`src/rtl/freq_count_latch.sv`:
```
// Measurement counter for the frequency meter: synchronises CPx, counts its rising
// edges in BCD while gated, and latches the count/overflow for the display stage.
module freq_count_latch #(
  parameter int DIGITS      = 6,
  parameter int SYNC_STAGES = 2
) (
  input  logic                CLK_50,
  input  logic                RST,
  input  logic                CPx,
  input  logic                C_Enable,
  input  logic                C_Clear,
  input  logic                C_Store,
  output logic                OF,
  output logic [4*DIGITS-1:0] Data_BCD,
  output logic                Data_OF,
  output logic                Data_Valid
);

  logic [SYNC_STAGES-1:0] sync_q, sync_d;
  logic                   sync_prev_q, sync_prev_d;
  logic [4*DIGITS-1:0]    cnt_q, cnt_d;
  logic                   of_q, of_d;
  logic [4*DIGITS-1:0]    data_bcd_q, data_bcd_d;
  logic                   data_of_q, data_of_d;
  logic                   data_valid_q, data_valid_d;
  logic                   store_prev_q, store_prev_d;

  logic                   cpx_rise;
  logic                   inc;
  logic                   store_rise;
  logic [DIGITS:0]        nines;
  logic [4*DIGITS-1:0]    cnt_inc;

  // nines[k] is high when digits 0..k-1 are all 9, i.e. digit k receives a carry.
  assign nines[0] = 1'b1;

  genvar gi;
  generate
    for (gi = 0; gi < DIGITS; gi++) begin : g_digit
      logic [3:0] dig;
      assign dig            = cnt_q[4*gi +: 4];
      assign nines[gi+1]    = nines[gi] & (dig == 4'd9);
      assign cnt_inc[4*gi +: 4] = !nines[gi]      ? dig  :
                                  (dig == 4'd9)   ? 4'd0 :
                                                    dig + 4'd1;
    end
  endgenerate

  always_comb begin
    sync_d       = {sync_q[SYNC_STAGES-2:0], CPx};
    sync_prev_d  = sync_q[SYNC_STAGES-1];
    cpx_rise     = sync_q[SYNC_STAGES-1] & ~sync_prev_q;
    inc          = cpx_rise & C_Enable;
    store_rise   = C_Store & ~store_prev_q;
    store_prev_d = C_Store;

    cnt_d = cnt_q;
    of_d  = of_q;
    if (C_Clear) begin
      cnt_d = '0;
      of_d  = 1'b0;
    end else if (inc) begin
      // At all-9s the counter saturates instead of wrapping to zero.
      if (nines[DIGITS]) begin
        of_d = 1'b1;
      end else begin
        cnt_d = cnt_inc;
      end
    end

    // The latch samples the registered (pre-update) count, so a coincident
    // increment or clear never leaks into the stored value.
    data_bcd_d   = data_bcd_q;
    data_of_d    = data_of_q;
    data_valid_d = store_rise;
    if (store_rise) begin
      data_bcd_d = cnt_q;
      data_of_d  = of_q;
    end
  end

  always_ff @(posedge CLK_50) begin
    if (RST) begin
      sync_q       <= '0;
      sync_prev_q  <= 1'b0;
      cnt_q        <= '0;
      of_q         <= 1'b0;
      data_bcd_q   <= '0;
      data_of_q    <= 1'b0;
      data_valid_q <= 1'b0;
      store_prev_q <= 1'b0;
    end else begin
      sync_q       <= sync_d;
      sync_prev_q  <= sync_prev_d;
      cnt_q        <= cnt_d;
      of_q         <= of_d;
      data_bcd_q   <= data_bcd_d;
      data_of_q    <= data_of_d;
      data_valid_q <= data_valid_d;
      store_prev_q <= store_prev_d;
    end
  end

  assign OF         = of_q;
  assign Data_BCD   = data_bcd_q;
  assign Data_OF    = data_of_q;
  assign Data_Valid = data_valid_q;

endmodule

```
`config.mk`:
```
export PLATFORM = sky130hd
export DESIGN_NAME = freq_count_latch
export DESIGN_NICKNAME = d
export VERILOG_FILES = /design/src/rtl/freq_count_latch.sv
export SDC_FILE = /design/constraint.sdc
export NUM_CORES = 1
export LEC_CHECK = 0
export BUFFER_PORTS_ARGS = -buffer_cell sky130_fd_sc_hd__buf_2
export CORE_MARGIN = 2
export CORE_UTILIZATION = 51
export DETAILED_ROUTE_END_ITERATION = 12
export PLACE_DENSITY = 0.75
export SLEW_MARGIN = 25
export SYNTH_ARGS = -nofsm -noshare
export SYNTH_HDL_FRONTEND = slang
export SYNTH_SLANG_ARGS = --single-unit
```
`constraint.sdc`:
```
create_clock -name CLK_50 -period 1.9 [get_ports CLK_50]
set_clock_uncertainty 0.2 [all_clocks]
set_input_delay 0.095 -clock CLK_50 [delete_from_list [all_inputs] [get_ports CLK_50]]
set_output_delay 0.095 -clock CLK_50 [all_outputs]
set_load 0.005 [all_outputs]
```
==> results of run 1 <==
[state kept, by name, summed over array words and instances (netlist names)]
signal / cells
Data_BCD: 24
cnt_q: 24
sync_q: 2
Data_OF: 1
Data_Valid: 1
OF: 1
store_prev_q: 1
sync_prev_q: 1
[cells by family after synthesis]
family / Yosys count / share of synthesized area [%]
buf+inv: 21 / 4.04
mux: 3 / 1.26
flops: 55 / 46.2
xor+xnor: 9 / 3.31
simple gates: 134 / 31.5
compound gates: 58 / 13.7
[cell usage after synthesis, types with 2 or more instances]
| cell | count | area (µm²) |
|---|---|---|
| a31oi_1 | 2 | 12.5 |
| nand2_1 | 61 | 229 |
| inv_1 | 5 | 18.8 |
| o211ai_1 | 4 | 30.0 |
| nor3_2 | 2 | 20.0 |
| and3_1 | 3 | 18.8 |
| o21ai_1 | 3 | 15.0 |
| o31ai_1 | 2 | 15.0 |
| or4_1 | 3 | 22.5 |
| nand3_1 | 5 | 25.0 |
| nor2_1 | 18 | 67.6 |
| buf_2 | 2 | 10.0 |
| a21oi_1 | 36 | 180 |
| xor2_1 | 5 | 43.8 |
| nand4_1 | 2 | 12.5 |
| clkbuf_1 | 10 | 37.5 |
| buf_6 | 2 | 22.5 |
| mux2i_1 | 3 | 30.0 |
| nand4_4 | 2 | 42.5 |
| buf_1 | 2 | 7.51 |
| nor2b_1 | 15 | 93.8 |
| and4bb_2 | 3 | 37.5 |
| o21ai_0 | 7 | 35.0 |
| xnor2_1 | 4 | 35.0 |
| nor3_1 | 3 | 15.0 |
| and4bb_1 | 2 | 25.0 |
| and3b_1 | 3 | 26.3 |
| dfxtp_1 | 55 | 1100 |
[cell type report]
class | count | area, µm² | area share [%]
Clock buffer | 5 | 68.8 | 2.36
Clock inverter | 1 | 7.51 | 0.257
Inverter | 5 | 18.8 | 0.644
Multi-Input combinational cell | 205 | 1230 | 42.2
Sequential cell | 55 | 1100 | 37.8
Tap cell | 52 | 65.1 | 2.23
Timing Repair Buffer | 66 | 425 | 14.6
[metal layers]
| metal | share of wire, % | up-vias |
|---|---|---|
| met5 | 0 | - |
| met4 | 1.8 | 0 |
| met3 | 4.9 | 10 |
| met2 | 46 | 52 |
| met1 | 48 | 975 |
| li1 | - | 1072 |
[power breakdown]
group	total, mW	switching (mW)	internal (mW)
Sequential	1.16	0.00186	1.16
Combinational	0.0720	0.0487	0.0233
Clock	0.599	0.353	0.246
Total	1.83	0.404	1.43
[worst reg2reg max path, cell delays in order (launching register included)]
cell,delay (ns)
dfxtp_1,0.35
and4bb_2,0.37
nand4_4,0.18
buf_4,0.21
nor4_1,0.23
o21ai_0,0.11
a21oi_1,0.14
[through the flow]
step | utilization [%] | setup slack, ns | area (µm²) | setup TNS [ns]
2_1_floorplan | - | 0.129 | 2380 | 0
3_3_place_gp | 62.2 | 0.0912 | 2750 | 0
3_5_place_dp | 62.2 | 0.0552 | 2750 | 0
4_1_cts | 64.9 | 0.0281 | 2860 | 0
5_1_grt | 66.1 | -0.0454 | 2920 | -0.0714
6_report | 66.1 | 0.0642 | 2920 | 0
[timing repair]
action                                  CTS  global route
buffers inserted                          0             1
resized for setup                         0             7
endpoints found under the setup margin    0            14
hold buffers                              4             0
hold endpoints to repair                 17             0
[worst max path at each step]
stage                     end  slack, ns  depth (start not counted)
CTS                 cnt_q[11]       0.03                          5
global route        cnt_q[17]      -0.05                          5
detailed placement  cnt_q[11]       0.06                          5
global placement    cnt_q[15]       0.09                          6
floorplan           cnt_q[19]       0.13                          6
finish              cnt_q[15]       0.06                          6
==> run summary, run 1 <==
The run finished with clean final reports. TritonCTS built the clock tree. The clock net in this run drives a total of 55 sinks. The register bit count reported by yosys is 55.

In the synthesized netlist, the number of instances is 280. The worst IR drop on VDD is 0.411 mV. The transition time at the pin with the least slew margin is 0.381 ns. In the synthesized netlist the dominant register cell turns out to be dfxtp_1.

The top cell types in the final layout, fill and taps aside, are nand2_1 (61), dfxtp_1 (55), a21oi_1 (36). The routed design has 4970 µm of wire. The final worst-path cycle share came out at 96.6%. The pin count of the biggest net entering global routing is 26.

The count of routing violations after the opening detailed-route iteration is 158. The total power draw is 1.83 mW. The total global routing track utilization is 20.1%. The met1 routing resource usage after global routing came out at 26.4%. Along the worst hold path, the cell count comes to 1. The fraction of the yosys area taken by sequential cells came out at between 40% and 50%. In this run the worst setup path begins at cnt_q[5]. The maximum fanout count along the critical path is 6. The worst flop-to-flop path startpoint is cnt_q[5]. The met3 usage in global routing came out at 4.17%. The total count of hold-check failures in the final report is 0. The total half-perimeter wirelength after legalization and detailed placement is 3480 µm.

The total overflow reported by the global router came out at 0. The synthesized area per cell is 8.51 µm². The number of global-route vias before repair came out at ~1900. The top-level I/O count came out at 33. The most common cell after layout, fill and taps aside is nand2_1.

The number of buffer cells added on primary ports came out at 32. The data arrival time of the critical path is about 1.9 ns. Clock-pin slew was measured on the worst setup and hold paths at 0.09 ns.

The critical hold path startpoint is store_prev_q. The vertical die dimension came out at 72.3 µm. The floorplan step defined a die boundary enclosing 5230 µm². Yosys mapped a number of flops with a built-in enable equal to 0.

After filler insertion, the fill cell instance count of the layout stands at ~380. Setup slack on the worst reg-to-reg path comes out at 0.06 ns. The initial standard-cell utilization of the core came out at 54.0%.

The layout overhead on the synthesized area is 22.4%. The Yosys step of the flow raised 0 warnings. The ratio of cells with drive above 1 in the final layout is 25.2%.

The met2 track demand over resource in global routing is approximately a third. Measured against its own limit, the worst slew margin works out to 74.5%. The number of max-slew violations in the final report is 0. No sink is reached through more buffers than the 2 on the longest clock path. The data required time of the critical path came out at 1.94 ns.

The final count of negative-setup-slack endpoints is 0. The initial antenna violation count came to 0. The TritonCTS buffer count is 5.

The first-pass GRT wire length came out at ~8300 µm. The worst hold path terminates at Data_Valid. The number of cell instances on the worst register-to-register path is 6. STA classifies the critical path endpoint as a flop. met2 is the most crowded layer. The reported max-cap violation count came out at 0. After the flow finishes, the layout carries non-filler instances totaling a little under 400. The first-pass iteration count of the detailed router is 4. The congestion estimate from routability-driven global placement came to 0.833. The H-tree generated during clock tree synthesis spans 2 levels. The worst path buffer plus inverter count is 1. The core region is ~4400 µm². The cell area power density came out at 627 nW/µm². Walking the worst path, the cells encountered are and4bb_2 > nand4_4 > buf_4 > nor4_1 > o21ai_0 > a21oi_1.

The count of nets left with antenna violations once routing finished came out at 0. The floorplan step set the die width to between 70 and 80 µm. The number of cell rows came out at 24. The root buffer cell chosen for the clock tree is clkbuf_8. The final worst hold slack came out at roughly 0.24 ns. The final critical delay including setup and external delays is 1.84 ns. The capturing point of the worst reg2reg path is cnt_q[15].

Setup repair after global routing could not meet its margin everywhere. The placed instance count came out at 377. For this design, the slowest cell found on the critical path is and4bb_2.

The number of nets in the synthesized netlist is 286. The worst setup path is launched from a flop. The timing-limited maximum frequency came out at 545 MHz. The distinct cell type count of the synthesized netlist came out at 44.

The share of flip-flops with an asynchronous set or reset is 0%. The class of the tightest hold or removal check is flop to flop. The final routed wire length divided by cell count came out at around 13 µm. For this block, the via count after detailed routing is 2109. The critical path is of the flop to flop type. The insertion delay of the later-clocked pin in the worst-skew pair is 0.30 ns.

The synthesized cell area is 2380 µm². The number of nets at the end of the flow came out at 344. On the worst path, the slowest cell contributes a delay of 0.37 ns. 0 antenna diodes ended up in the layout. Dividing the detail-routed via count by the number of cells gives 5.42.

The remaining design rule violation count came out at 0. Broken down by cell family, the worst path's largest delay share belongs to simple AND/OR/NAND/NOR gates. The analysis attributes to cell leakage a power of 1.16 nW.
Note: power is estimated with default switching activity, not from simulation.
==> inputs of run 2 (changes only) <==
Settings changed: CAP_MARGIN set to 0, CORE_MARGIN 2 to 5, HOLD_SLACK_MARGIN set to 0.08.
==> run 2 against run 1 <==
Routed wire length rose by 4.6%. Design area decreased by 0.30%. Register-to-register slack hardly changed. Fmax rose by 0.42%. Worst hold slack gained 0.010 ns. Sequential share of layout area up 0.16 points. Total power is 2.3% higher. Flip-flop and latch count stayed put. Combinational power up 2%. Critical path type unchanged. Largest power group unchanged.
==> run summary, run 2 (synthesized netlist as in run 1, its figures left out) <==
Max-cap violations in this run came to 0. The final worst hold slack is roughly 0.25 ns. In this run the number of H-tree levels came out at 2. The relative slew slack is slightly below 80%. The total overflow reported by the global router came out at 0.

The total global routing track utilization is 18.3%. The longest clock path from root to sink contains 2 buffers. The maximum fanout count along the critical path came out at 7. The type of the setup path with the least slack is flop to flop. The worst IR drop on VDD is 0.495 mV. The first-pass GRT wire length is 9210 µm. Leaving out fill and tap cells, the most frequent cell in the layout is nand2_1. In the routed layout, each cell is associated on average with a via count of approximately 5.4.

The non-filler instance count after layout is 388. The number of max-slew violations in the final report came out at 0. In this run the register-to-register setup slack is 0.07 ns.

Summed over all layers, the routed wires come to between 5000 and 6000 µm. The capturing point of the worst reg2reg path is cnt_q[17]. TritonCTS built the clock tree. From synthesis to final layout, the design area changed by 22.1%. The signal on the critical path passes through and4bb_4 > nand4_1 > or4_1 > a21oi_2.

The data required time of the critical path came out at 1.94 ns. After legalization and detailed placement, the total HPWL measured approximately 3700 µm. The count of routing violations after the opening detailed-route iteration is 126. On the critical path the largest part of the delay comes from simple AND/OR/NAND/NOR gates. The number of global-route vias before repair is 2015. The final critical delay including setup and external delays is 1.83 ns. The leakage power is 1.15 nW. Tracing the worst setup path back leads to its startpoint at cnt_q[13].

The first detailed-routing pass took 4 iterations. The number of antenna repair diodes is 0. In the layout the commonest cells are nand2_1 (61), dfxtp_1 (54), a21oi_1 (35). The final worst-path cycle share is 96.2%.

The initial standard-cell utilization of the core came out at 53.6%. The die is 78.3 µm wide. The top-level I/O count came out at 33. The vertical die dimension came out at 78.3 µm. After routing the design area is 2910 µm². The worst register-to-register path has a depth of 4. At the end of routability-driven placement, the weighted congestion stood at between 0.8 and 0.9.

The initialized floorplan defines 24 standard-cell rows. The class of the tightest hold or removal check is input pin to flop. The insertion delay of the later-clocked pin in the worst-skew pair came out at between 0.3 and 0.4 ns.

The number of nets with antenna violations after routing is 0. The ratio of cells with drive above 1 in the final layout is 25.9%. The highest cell delay on the worst timing path came out at 0.46 ns. The final count of negative-setup-slack endpoints came out at 0. The via count of the routed design came out at 2102. Setup repair after global routing could not meet its margin everywhere. The cell at the root of the clock tree is clkbuf_8. The cell area after placement is between 2000 and 3000 µm². The flow ran to the end, and the final reports show no timing, DRC or antenna violations. The pin count of the biggest net entering global routing is 26.

The initial antenna violation count came out at 0. The net count of the finished layout is 341. The total count of hold-check failures in the final report came out at 0. The placed instance count is 374.

The capturing element type of the critical path is a flop. The clock net sink count came out at 55. Following the worst setup path forward leads to its endpoint at cnt_q[17]. The worst setup path is launched from a flop. In the final routed layout, each cell accounts on average for between 10 and 15 µm.

In this run the tool buffered the top-level ports with 32 buffer cells. The worst flop-to-flop path startpoint is cnt_q[13]. At the worst endpoint, the arrival time is 1.87 ns. After clock tree synthesis, the clock-pin slew on the worst setup and hold paths is 0.10 ns.

The remaining design rule violation count is 0. The floorplan core area is 4440 µm². The timing-limited maximum frequency is between 500 and 600 MHz.

Clock tree synthesis inserted a total of 5 buffers. Dividing total power by cell area gives a power density of 644 nW/µm². The worst path buffer plus inverter count is 0. Among all stages on the critical path, the largest delay is contributed by or4_1. The total die area is 6140 µm². The transition time at the pin with the least slew margin came out at 0.331 ns.

The fill cell total of the finished layout is 393. The total stage count of the critical path is 4.
-- run 2: repair_timing --
action,CTS,global route
setup buffers,0,1
hold buffers,4,0
gates resized for setup,1,9
gates cloned,0,1
endpoints found under the hold margin,17,0
setup endpoints to repair,4,13
pin swaps,0,4
-- run 2: final cells by class --
type / instances / area (µm²) / share of cell area [%]
Multi-Input combinational cell: 205 / 1230 / 42.3
Sequential cell: 55 / 1100 / 37.9
Timing Repair Buffer: 63 / 403 / 13.9
Clock buffer: 5 / 68.8 / 2.37
Tap cell: 52 / 65.1 / 2.24
Clock inverter: 3 / 18.8 / 0.645
Inverter: 5 / 18.8 / 0.645
-- run 2: power breakdown --
part | switching, mW | internal [mW] | total [mW]
Sequential | 0.00202 | 1.16 | 1.16
Clock | 0.380 | 0.260 | 0.640
Combinational | 0.0493 | 0.0240 | 0.0733
Total | 0.431 | 1.44 | 1.87
-- run 2: how the worst min path moves through the flow --
| stage | startpoint | to | slack [ns] | cells after the start |
|---|---|---|---|---|
| final | C_Enable | cnt_q[13] | 0.25 | 5 |
| after global routing | C_Enable | cnt_q[13] | 0.27 | 5 |
| after CTS | C_Enable | cnt_q[13] | 0.24 | 5 |
| after detailed placement | CPx | sync_q[0] | 0.14 | 2 |
| after global placement | CPx | sync_q[0] | 0.11 | 2 |
| after floorplan | RST | store_prev_q | -0.03 | 1 |
-- run 2: routing by layer --
layer / routed length [µm] / track usage (%) / up-vias
met4: 69 / 6.29 / 0
met5: 0 / 0 / -
li1: - / - / 1070
met1: 2350 / 23.2 / 983
met3: 233 / 3.78 / 8
met2: 2550 / 31.2 / 41
-- run 2: worst reg2reg max path: stages, from the launching register on --
cell      delay [ns]
dfxtp_1         0.37
and4bb_4        0.40
nand4_1         0.17
or4_1           0.46
a21oi_2         0.16
-- run 2: per-stage QoR --
stage | total power, mW | setup slack (ns) | utilization, % | TNS (ns)
6_report | 1.87 | 0.0720 | 65.4 | 0
5_1_grt | 1.96 | -0.0479 | 65.4 | -0.0792
4_1_cts | 1.90 | 0.0208 | 64.2 | 0
3_5_place_dp | 1.25 | -0.0388 | 61.3 | -0.0984
3_3_place_gp | 1.25 | 0.0647 | 61.3 | 0
2_1_floorplan | 1.23 | 0.129 | - | 0
